`config.mk`:
```
export PLATFORM = sky130hd
export DESIGN_NAME = data_mem_responder
export DESIGN_NICKNAME = d
export VERILOG_FILES = /design/src/rtl/risc15_pkg.sv /design/src/rtl/mem_array.sv /design/src/rtl/data_mem_responder.sv
export SDC_FILE = /design/constraint.sdc
export NUM_CORES = 1
export LEC_CHECK = 0
export ABC_AREA = 1
export CORE_MARGIN = 2
export CORE_UTILIZATION = 60
export CTS_BUF_LIST = sky130_fd_sc_hd__clkbuf_4
export CTS_CLUSTER_DIAMETER = 120
export CTS_CLUSTER_SIZE = 25
export DETAILED_ROUTE_END_ITERATION = 7
export GPL_TIMING_DRIVEN = 0
export PLACE_DENSITY = 0.77
export SETUP_SLACK_MARGIN = 0.5
export SYNTH_ARGS = -nofsm -noshare
export SYNTH_HDL_FRONTEND = slang
export SYNTH_HIERARCHICAL = 1
export SYNTH_SLANG_ARGS = --single-unit
```
`constraint.sdc`:
```
create_clock -name clk -period 7.7 [get_ports clk]
set_input_delay 2.31 -clock clk [delete_from_list [all_inputs] [get_ports clk]]
set_output_delay 2.31 -clock clk [all_outputs]
set_load 0.05 [all_outputs]
```
`src/rtl/risc15_pkg.sv`:
```
`default_nettype none
// ============================================================================
//  Module      : risc15_pkg
//  Description : Shared constants and types for the RISC15 memory responder.
//                Word/address widths, responder state encoding, op encoding.
//  Revision    : 1.0 - initial release
// ============================================================================
package risc15_pkg;

    localparam int DATA_W = 16;
    localparam int ADDR_W = 6;

    // Wide enough to hold WAIT_STATES+1 for WAIT_STATES up to 15
    localparam int CNT_W  = 5;

    typedef enum logic [1:0] {
        IDLE = 2'd0,
        WAIT = 2'd1,
        RESP = 2'd2,
        HOLD = 2'd3
    } state_t;

    typedef enum logic {
        OP_RD = 1'b0,
        OP_WR = 1'b1
    } op_t;

endpackage : risc15_pkg
`default_nettype wire

```
`src/rtl/mem_array.sv`:
```
`default_nettype none
// ============================================================================
//  Module      : mem_array
//  Description : 2**ADDR_W x DATA_W word array, one synchronous write port and
//                one registered synchronous read port. Contents are never
//                cleared; only the read register is reset.
//  Ports       : clk, reset (sync, active-high)
//                we/waddr/wdata   - write port
//                re/raddr/rdata   - read port, rdata updates only when re=1
//  Revision    : 1.0 - initial release
// ============================================================================
module mem_array #(
    parameter int ADDR_W = 6,
    parameter int DATA_W = 16
) (
    input  logic              clk,
    input  logic              reset,
    input  logic              we,
    input  logic [ADDR_W-1:0] waddr,
    input  logic [DATA_W-1:0] wdata,
    input  logic              re,
    input  logic [ADDR_W-1:0] raddr,
    output logic [DATA_W-1:0] rdata
);

    logic [DATA_W-1:0] r_mem [2**ADDR_W];
    logic [DATA_W-1:0] r_rdata;

    always_ff @(posedge clk) begin
        if (we) begin
            r_mem[waddr] <= wdata;
        end
    end

    // Read register holds its value between read strobes
    always_ff @(posedge clk) begin
        if (reset) begin
            r_rdata <= '0;
        end else if (re) begin
            r_rdata <= r_mem[raddr];
        end
    end

    assign rdata = r_rdata;

endmodule : mem_array
`default_nettype wire

```
`src/rtl/data_mem_responder.sv`:
```
`default_nettype none
// ============================================================================
//  Module      : data_mem_responder
//  Description : Memory-side responder for RISC15. Accepts level-held
//                read/write requests, serves them from a word array after
//                WAIT_STATES wait cycles and pulses mem_ready for one cycle.
//                A side load port preloads words while the responder is idle.
//  Ports       : clk, reset (sync, active-high)
//                mem_addr/mem_wdata/mem_read/mem_write - request inputs
//                mem_rdata (registered), mem_ready (1-cycle pulse)
//                ld_en/ld_addr/ld_data - preload port, honoured in IDLE only
//                ld_busy - responder not idle; req_err - sticky collision flag
//  Revision    : 1.0 - initial release
// ============================================================================
module data_mem_responder #(
    parameter int ADDR_W      = risc15_pkg::ADDR_W,
    parameter int DATA_W      = risc15_pkg::DATA_W,
    parameter int WAIT_STATES = 2
) (
    input  logic              clk,
    input  logic              reset,
    input  logic [ADDR_W-1:0] mem_addr,
    input  logic [DATA_W-1:0] mem_wdata,
    input  logic              mem_read,
    input  logic              mem_write,
    output logic [DATA_W-1:0] mem_rdata,
    output logic              mem_ready,
    input  logic              ld_en,
    input  logic [ADDR_W-1:0] ld_addr,
    input  logic [DATA_W-1:0] ld_data,
    output logic              ld_busy,
    output logic              req_err
);

    import risc15_pkg::*;

    // WAIT lasts WAIT_STATES+1 cycles; the counter is preloaded with that
    // span and RESP is entered on the edge that sees it at 1.
    localparam logic [CNT_W-1:0] c_CNT_LOAD = CNT_W'(WAIT_STATES + 1);

    state_t             r_state;
    state_t             w_state_nxt;
    logic [CNT_W-1:0]   r_cnt;
    logic [CNT_W-1:0]   w_cnt_nxt;
    logic [ADDR_W-1:0]  r_addr;
    logic [DATA_W-1:0]  r_wdata;
    op_t                r_op;
    logic               r_err;

    logic               w_req;
    logic               w_cap;
    logic               w_err_set;
    logic               w_we;
    logic [ADDR_W-1:0]  w_waddr;
    logic [DATA_W-1:0]  w_wdata;
    logic               w_re;
    logic [ADDR_W-1:0]  w_raddr;

    assign w_req = mem_read | mem_write;

    always_ff @(posedge clk) begin
        if (reset) begin
            r_state <= IDLE;
            r_cnt   <= '0;
            r_addr  <= '0;
            r_wdata <= '0;
            r_op    <= OP_RD;
            r_err   <= 1'b0;
        end else begin
            r_state <= w_state_nxt;
            r_cnt   <= w_cnt_nxt;
            if (w_cap) begin
                r_addr  <= mem_addr;
                r_wdata <= mem_wdata;
                r_op    <= mem_write ? OP_WR : OP_RD;
            end
            if (w_err_set) begin
                r_err <= 1'b1;
            end
        end
    end

    // Next state plus the array port mux (load path vs committed request)
    always_comb begin
        w_state_nxt = r_state;
        w_cnt_nxt   = r_cnt;
        w_cap       = 1'b0;
        w_err_set   = 1'b0;
        w_we        = 1'b0;
        w_waddr     = r_addr;
        w_wdata     = r_wdata;
        w_re        = 1'b0;
        w_raddr     = r_addr;

        case (r_state)
            IDLE: begin
                if (ld_en) begin
                    // Load wins; any pending request is taken on a later edge
                    w_we    = 1'b1;
                    w_waddr = ld_addr;
                    w_wdata = ld_data;
                end else if (w_req) begin
                    w_cap     = 1'b1;
                    w_err_set = mem_read & mem_write;
                    if (WAIT_STATES == 0) begin
                        // Acceptance edge is also the commit edge, so the
                        // live request inputs feed the array directly.
                        w_state_nxt = RESP;
                        w_cnt_nxt   = '0;
                        if (mem_write) begin
                            w_we    = 1'b1;
                            w_waddr = mem_addr;
                            w_wdata = mem_wdata;
                        end else begin
                            w_re    = 1'b1;
                            w_raddr = mem_addr;
                        end
                    end else begin
                        w_state_nxt = WAIT;
                        w_cnt_nxt   = c_CNT_LOAD;
                    end
                end
            end
            WAIT: begin
                w_cnt_nxt = r_cnt - 1'b1;
                if (r_cnt == CNT_W'(1)) begin
                    w_state_nxt = RESP;
                    w_cnt_nxt   = '0;
                    if (r_op == OP_WR) begin
                        w_we = 1'b1;
                    end else begin
                        w_re = 1'b1;
                    end
                end
            end
            RESP: begin
                w_state_nxt = HOLD;
            end
            HOLD: begin
                // Wait for the requester to drop its level-held request
                if (!w_req) begin
                    w_state_nxt = IDLE;
                end
            end
            default: begin
                w_state_nxt = IDLE;
            end
        endcase
    end

    mem_array #(
        .ADDR_W (ADDR_W),
        .DATA_W (DATA_W)
    ) u_mem_array (
        .clk    (clk),
        .reset  (reset),
        .we     (w_we),
        .waddr  (w_waddr),
        .wdata  (w_wdata),
        .re     (w_re),
        .raddr  (w_raddr),
        .rdata  (mem_rdata)
    );

    assign mem_ready = (r_state == RESP);
    assign ld_busy   = (r_state != IDLE);
    assign req_err   = r_err;

endmodule : data_mem_responder
`default_nettype wire

```
-- Yosys cells after proc, flatten, opt, wreduce, memory -nomap -nowiden
Memories as Yosys holds them, arrays and structs flattened. A register that Yosys moved wholly into a read port is not among the register bits.
Cells that the tools add are included.
- $add $sub $neg: 1
- multiply operators: 0
- divide/modulo/power cells: 0
- magnitude comparators: 0
- eq/ne operators: 8
- shift operators: 0
- mux-type cells: 29
- bitwise logic cells: 2
- reduce and logical (&&, ||, !) cells: 5
- operator list (operator ; count):
    $mux W16 ; 2
    $mux W1 ; 15
    $mux W5 ; 3
    $mux W6 ; 2
    $pmux W5 S2 ; 1
    $mux W2 ; 4
    $ne A2 B2 Y1 const B ; 4
    $pmux W2 S4 ; 1
    $eq A5 B1 Y1 const B ; 1
    $sub A5 B1 Y5 const B ; 1
    $eq A2 B2 Y1 const B ; 2
    $reduce_and A4 Y1 ; 1
    $reduce_bool A2 Y1 ; 2
    $reduce_and A3 Y1 ; 1
    $eq A2 B1 Y1 const B ; 1
    $logic_not A2 Y1 ; 1
    $pmux W1 S2 ; 1
    $and A1 B1 Y1 ; 1
    $or A1 B1 Y1 ; 1
- register bits: 31
- latch bits: 0
- RAM bits: 1024
- bits in read-only memories: 0
- output and inout bits: 19
- logic and storage cells: 52
- memories: 1
- memory list (memory ; words ; width ; read ports ; clocked after Yosys merged registers in ; wr ports ; RTL line ; RTL):
    u_mem_array.r_mem ; 64 ; 16 ; 1 ; 1 ; 1 ; mem_array.sv:26 ; logic [DATA_W-1:0] r_mem [2**ADDR_W];

-- Longest topological paths before layout
Gate-level depths: netlist of run 1.
- depth in word-level cells: 5
- depth in mapped cells: 14
- depth with buffers taken out: 11

-- By module
Netlist of run 1, hierarchy kept.
- by module, submodules not included (module ; instances ; cells an instance ; area an instance (um^2) ; seq. area each (um^2)):
    mem_array ; 1 ; 3522 ; 42157.9 ; 31069.8
    data_mem_responder ; 1 ; 242 ; 1664.1 ; 620.6

-- Worst setup path before layout of run 1
No wires, ideal clock.
- path type: input to register
- start point: input ld_en
- end point: memory u_mem_array.r_mem[52][0], enable pin
- library setup time: 0.431 ns
- data arrival time: 4.928 ns
- data required time: 7.269 ns
- slack: 2.341 ns
- stages on the path: 8
- path buffers: 3
- path through: nand2_1 > buf_6 > buf_6 > nor2_1 > a21oi_1 > clkbuf_1 > inv_1 > nor4_1
- elaborated cells between the ends (all ways): 6
- RTL lines (item ; RTL line ; RTL):
    start, declared ; data_mem_responder.sv:28 ; input logic ld_en,
    $mux W6 ; data_mem_responder.sv:97 ; if (ld_en) begin
    $mux W6 ; data_mem_responder.sv:95 ; case (r_state)
    via w_waddr[2] ; data_mem_responder.sv:54 ; logic [ADDR_W-1:0] w_waddr;
    end, declared ; mem_array.sv:26 ;
The timed path passes the listed nets, and every way through them passes these cells.

-- Worst setup path after layout of run 1
- start point: input ld_en
- end point: memory u_mem_array.r_mem[33][0], enable pin
Same word-level chain as after synthesis.

==> results of run 1 <==
## layout make-up
type | instances | area [um2]
Sequential cell | 1071 | 31690
Fill cell | 5205 | 24680
Multi-Input combinational cell | 2380 | 10680
Timing Repair Buffer | 136 | 1822
Buffer | 243 | 1514
Tap cell | 959 | 1200
Clock buffer | 88 | 660.6
Inverter | 70 | 267.8
Clock inverter | 2 | 60.06
Antenna cell | 7 | 17.52
## registers in the layout (all words and copies together), names as in the netlist
signal             flops
u_mem_array/r_mem   1024
r_op                   1
r_wdata               16
req_err                1
u_mem_array/rdata     16
r_cnt                  5
r_addr                 6
r_state                2
## per-stage QoR
step	utilization (%)	instances	power [mW]	instance area, um2	TNS, ps
2_1_floorplan	-	3764	10.03	43820	0
3_3_place_gp	62.95	4790	11.88	45690	-1062960
3_5_place_dp	64.92	4857	12.28	47130	0
4_1_cts	65.92	4947	14.32	47850	0
5_1_grt	65.99	4951	14.94	47900	0
6_report	66.00	4956	14.51	47910	0
## where the power goes
group          total (mW)  switching (mW)  internal [mW]
Combinational        5.03            3.67           1.36
Sequential           7.32          0.0690           7.25
Clock                2.16            1.59          0.571
Total                14.5            5.33           9.18
## per-layer routing
metal  wire, um  share of wire (%)  vias to the layer above
met3      17020                 14                      380
li1           -                  -                    13590
met2      55020                 45                     2149
met4       5901                4.9                        2
met5         41              0.034                        -
met1      43550                 36                    14530
## synthesized netlist by cell type
cell,instances,area share (%)
sky130_fd_sc_hd__nand2_1,1189,10
sky130_fd_sc_hd__edfxtp_1,1024,70
sky130_fd_sc_hd__nand3_1,960,11
sky130_fd_sc_hd__buf_2,133,1.5
sky130_fd_sc_hd__nor2_1,123,1.1
sky130_fd_sc_hd__inv_1,66,0.57
sky130_fd_sc_hd__buf_6,55,1.4
sky130_fd_sc_hd__a21oi_1,50,0.57
sky130_fd_sc_hd__dfxtp_1,47,2.1
sky130_fd_sc_hd__clkbuf_1,34,0.29
sky130_fd_sc_hd__buf_1,15,0.13
sky130_fd_sc_hd__o21ai_0,15,0.17
sky130_fd_sc_hd__nand4_1,11,0.16
sky130_fd_sc_hd__o21ai_1,10,0.11
sky130_fd_sc_hd__nor4_1,8,0.11
sky130_fd_sc_hd__buf_4,6,0.10
sky130_fd_sc_hd__ha_1,6,0.17
sky130_fd_sc_hd__inv_2,3,0.026
sky130_fd_sc_hd__nand2_2,3,0.043
sky130_fd_sc_hd__nor2_2,2,0.029
sky130_fd_sc_hd__nor3_1,2,0.023
sky130_fd_sc_hd__inv_6,1,0.020
sky130_fd_sc_hd__nand3_2,1,0.023
## cell usage in the layout (no fill, tap or decap), drive strengths merged
master	count
nand2	1192
edfxtp	1024
nand3	961
buf	278
nor2	125
clkbuf	122
inv	70
clkdlybuf4s50	67
a21oi	50
dfxtp	47
o21ai	25
nand4	11
nor4	8
diode	7
ha	6
nor3	2
bufinv	2
## path summary, 6_finish.rpt
path                         endpoint  slack (ps)  cells past startpoint
max reg2reg  u_mem_array/r_mem[33][0]        3050                     10
min reg2reg                   req_err         480                      2
max          u_mem_array/r_mem[33][0]        2020                     10
min                           req_err         480                      2
## worst register-to-register path, stage by stage, from the launching register on
cell and delay [ps]:
sky130_fd_sc_hd__dfxtp_1 430, sky130_fd_sc_hd__inv_1 80, sky130_fd_sc_hd__ha_1 260, sky130_fd_sc_hd__nand2_1 170, sky130_fd_sc_hd__buf_6 180, sky130_fd_sc_hd__buf_6 190
sky130_fd_sc_hd__a21oi_1 110, sky130_fd_sc_hd__clkbuf_1 280, sky130_fd_sc_hd__inv_1 390, sky130_fd_sc_hd__nand4_1 860, sky130_fd_sc_hd__nor2_1 1360
## cells by family (layout without fill, tap and decap cells)
| logic type | after synthesis | in the layout |
|---|---|---|
| buf+inv | 313 | 539 |
| fa+ha+maj | 6 | 6 |
| other cells | 0 | 7 |
| compound gates | 75 | 75 |
| simple gates | 2299 | 2299 |
| flops | 1071 | 1071 |
==> run_summary.xml, run 1 <==
<?xml version="1.0" encoding="UTF-8"?>
<metrics>
  <group name="outcome">
    <metric name="run_status" unit="">completed</metric>
  </group>
  <group name="sta">
    <metric name="timing_max_transition_violations_final" unit="">0</metric>
    <metric name="max_slew.worst_pin.slew" unit="ps">1335</metric>
    <metric name="rsz0062_at_grt" unit="">false</metric>
    <metric name="hold_viol" unit="">0</metric>
    <metric name="maxSlewHeadroom" unit="%">10.70</metric>
    <metric name="finClkSkew" unit="ps">95.46</metric>
    <metric name="period_minus_slack" unit="ps">5676</metric>
    <metric name="setup_violations" unit="">0</metric>
    <metric name="fmax" unit="MHz">176.2</metric>
    <metric name="fin_ws" unit="ps">2024</metric>
    <metric name="fin_worst_hold_slack" unit="ps">477.0</metric>
    <metric name="layout_worst_path_cycle_share" unit="%">73.71</metric>
  </group>
  <group name="synthesis">
    <metric name="synth_top_family_by_area" unit="">simple AND/OR/NAND/NOR gates</metric>
    <metric name="synth_area_in_simple_gates" unit="%">22.59</metric>
    <metric name="synth.distinct_cells" unit="">23</metric>
    <metric name="ys_warn_count" unit="">6</metric>
    <metric name="synth_seq_area_share" unit="%">72.32</metric>
    <metric name="share_of_synthesized_cell_area_in_full_adder_half_adder_and_majority_cells" unit="%">0.1713</metric>
    <metric name="syn-mean-instance-area" unit="um2">11.64</metric>
    <metric name="synth-seq-cells" unit="">1071</metric>
    <metric name="syn-instance-count" unit="">3764</metric>
    <metric name="muxShareOfSynthArea" unit="%">0</metric>
    <metric name="synth_compound_area_share" unit="%">0.8566</metric>
    <metric name="post_synth_instance_area" unit="um2">43820</metric>
    <metric name="syn_nets" unit="">3819</metric>
    <metric name="area_share_of_xor_xnor_cells_in_the_synthesized_design" unit="%">0</metric>
  </group>
  <group name="worst_setup_path">
    <metric name="timing.rr.start" unit="">r_state[0]</metric>
    <metric name="crit_buf_inv" unit="">5</metric>
    <metric name="worstPathCellList" unit="">clkdlybuf4s50_1 &gt; nand2_1 &gt; buf_6 &gt; buf_6 &gt; nor2_1 &gt; a21oi_1 &gt; clkbuf_1 &gt; inv_1 &gt; nand4_1 &gt; nor2_1</metric>
    <metric name="worst_ep_required_time" unit="ps">8310</metric>
    <metric name="worst_path_maximum_fanout" unit="">16</metric>
    <metric name="cpLargestDelayFamily" unit="">simple AND/OR/NAND/NOR gates</metric>
    <metric name="worst_setup_path_startpoint" unit="">ld_en</metric>
    <metric name="crit_path_end_kind" unit="">register</metric>
    <metric name="crit_type" unit="">input port to register</metric>
    <metric name="critical_path.slowest_cell" unit="">sky130_fd_sc_hd__nor2_1</metric>
    <metric name="critical-path-max-stage-delay" unit="ps">1360</metric>
    <metric name="timing.critical_path.arrival" unit="ps">6290</metric>
    <metric name="launching_element_type_of_the_critical_path" unit="">input port</metric>
  </group>
  <group name="route">
    <metric name="drt_iter0_drc" unit="">4739</metric>
    <metric name="via_per_inst" unit="">6.184</metric>
    <metric name="detailedRoute.firstPassIterationCount" unit="">6</metric>
    <metric name="drc" unit="">0</metric>
    <metric name="wirelength" unit="mm">121.5</metric>
    <metric name="routed-via-count" unit="">30650</metric>
    <metric name="wl_per_cell" unit="um">24.52</metric>
    <metric name="antenna_left" unit="">0</metric>
  </group>
  <group name="placement">
    <metric name="pre_cts_ws" unit="ps">1129</metric>
    <metric name="numPortBuffers" unit="">67</metric>
    <metric name="gp_routability_congestion" unit="">0.9771</metric>
    <metric name="dpl.hpwl" unit="mm">86.99</metric>
  </group>
  <group name="grt">
    <metric name="global_route.usage.met2" unit="%">50.37</metric>
    <metric name="groute.layer.met3.usage" unit="%">9.108</metric>
    <metric name="gr-max-usage-layer" unit="">met2</metric>
    <metric name="grt_pass1_vias" unit="">28350</metric>
    <metric name="grt_use_total" unit="%">32.36</metric>
    <metric name="grt_pass1_wl" unit="mm">175.7</metric>
    <metric name="grt_util_met1" unit="%">43.29</metric>
    <metric name="grt_overflow_total" unit="">0</metric>
    <metric name="grt_antenna_before_repair" unit="">6</metric>
    <metric name="grt_start_max_net_pins" unit="">33</metric>
  </group>
  <group name="die">
    <metric name="design.die.area" unit="um2">75220</metric>
    <metric name="io-pin-count" unit="">68</metric>
    <metric name="starting_density_of_the_core" unit="%">60.37</metric>
    <metric name="core_region_area" unit="um2">72590</metric>
    <metric name="floorplan.rows" unit="">99</metric>
    <metric name="floorplan.die.height" unit="um">274.3</metric>
    <metric name="die-width" unit="um">274.3</metric>
  </group>
  <group name="clock_tree">
    <metric name="cts_hold_repair.buffers" unit="">0</metric>
    <metric name="numCtsBuffers" unit="">48</metric>
    <metric name="cts.htree.levels" unit="">2</metric>
    <metric name="cts_tree" unit="">done</metric>
    <metric name="ctsRootBufferMaster" unit="">sky130_fd_sc_hd__clkbuf_4</metric>
    <metric name="clk_latency" unit="ps">1010</metric>
    <metric name="clock_path_buffers" unit="">3</metric>
    <metric name="cts_resized" unit="">0</metric>
    <metric name="sink_count_of_the_clock_tree" unit="">1071</metric>
    <metric name="cts.repair_timing.setup_buffer_count" unit="">0</metric>
    <metric name="path_clk_slew" unit="ps">260</metric>
  </group>
  <group name="pwr">
    <metric name="vdd.ir_drop.worst" unit="mV">0.2765</metric>
    <metric name="total_power_per_unit_cell_area" unit="nW/um2">302.9</metric>
    <metric name="power.static_leakage" unit="nW">17.17</metric>
  </group>
  <group name="final_layout">
    <metric name="net_count_reported_at_finish" unit="">4005</metric>
    <metric name="layout-drive-gt1-share" unit="%">10.68</metric>
    <metric name="flow.area_growth_from_synthesis" unit="%">9.328</metric>
  </group>
  <group name="run">
    <metric name="maxCapViolations" unit="">0</metric>
  </group>
  <group name="worst_hold_path">
    <metric name="hold_path.class" unit="">register to register</metric>
    <metric name="holdCritStartpoint" unit="">req_err</metric>
  </group>
</metrics>
Note: power is estimated with default switching activity, not from simulation.
==> run 2, diff against run 1 <==
Clock period 7.7 ns to 5.8 ns, I/O delays scaled along.
==> results of run 2 <==
Same layout as run 1 (identical final DEF). Status: completed.
Main changes from that run: setup slack after placement 1129 ps -> -200.6 ps; setup slack after layout 2024 ps -> 694.2 ps; register-to-register setup slack 3050 ps -> 1150 ps; total power 14.51 mW -> 19.26 mW; worst IR drop on VDD 0.2765 mV -> 0.3670 mV
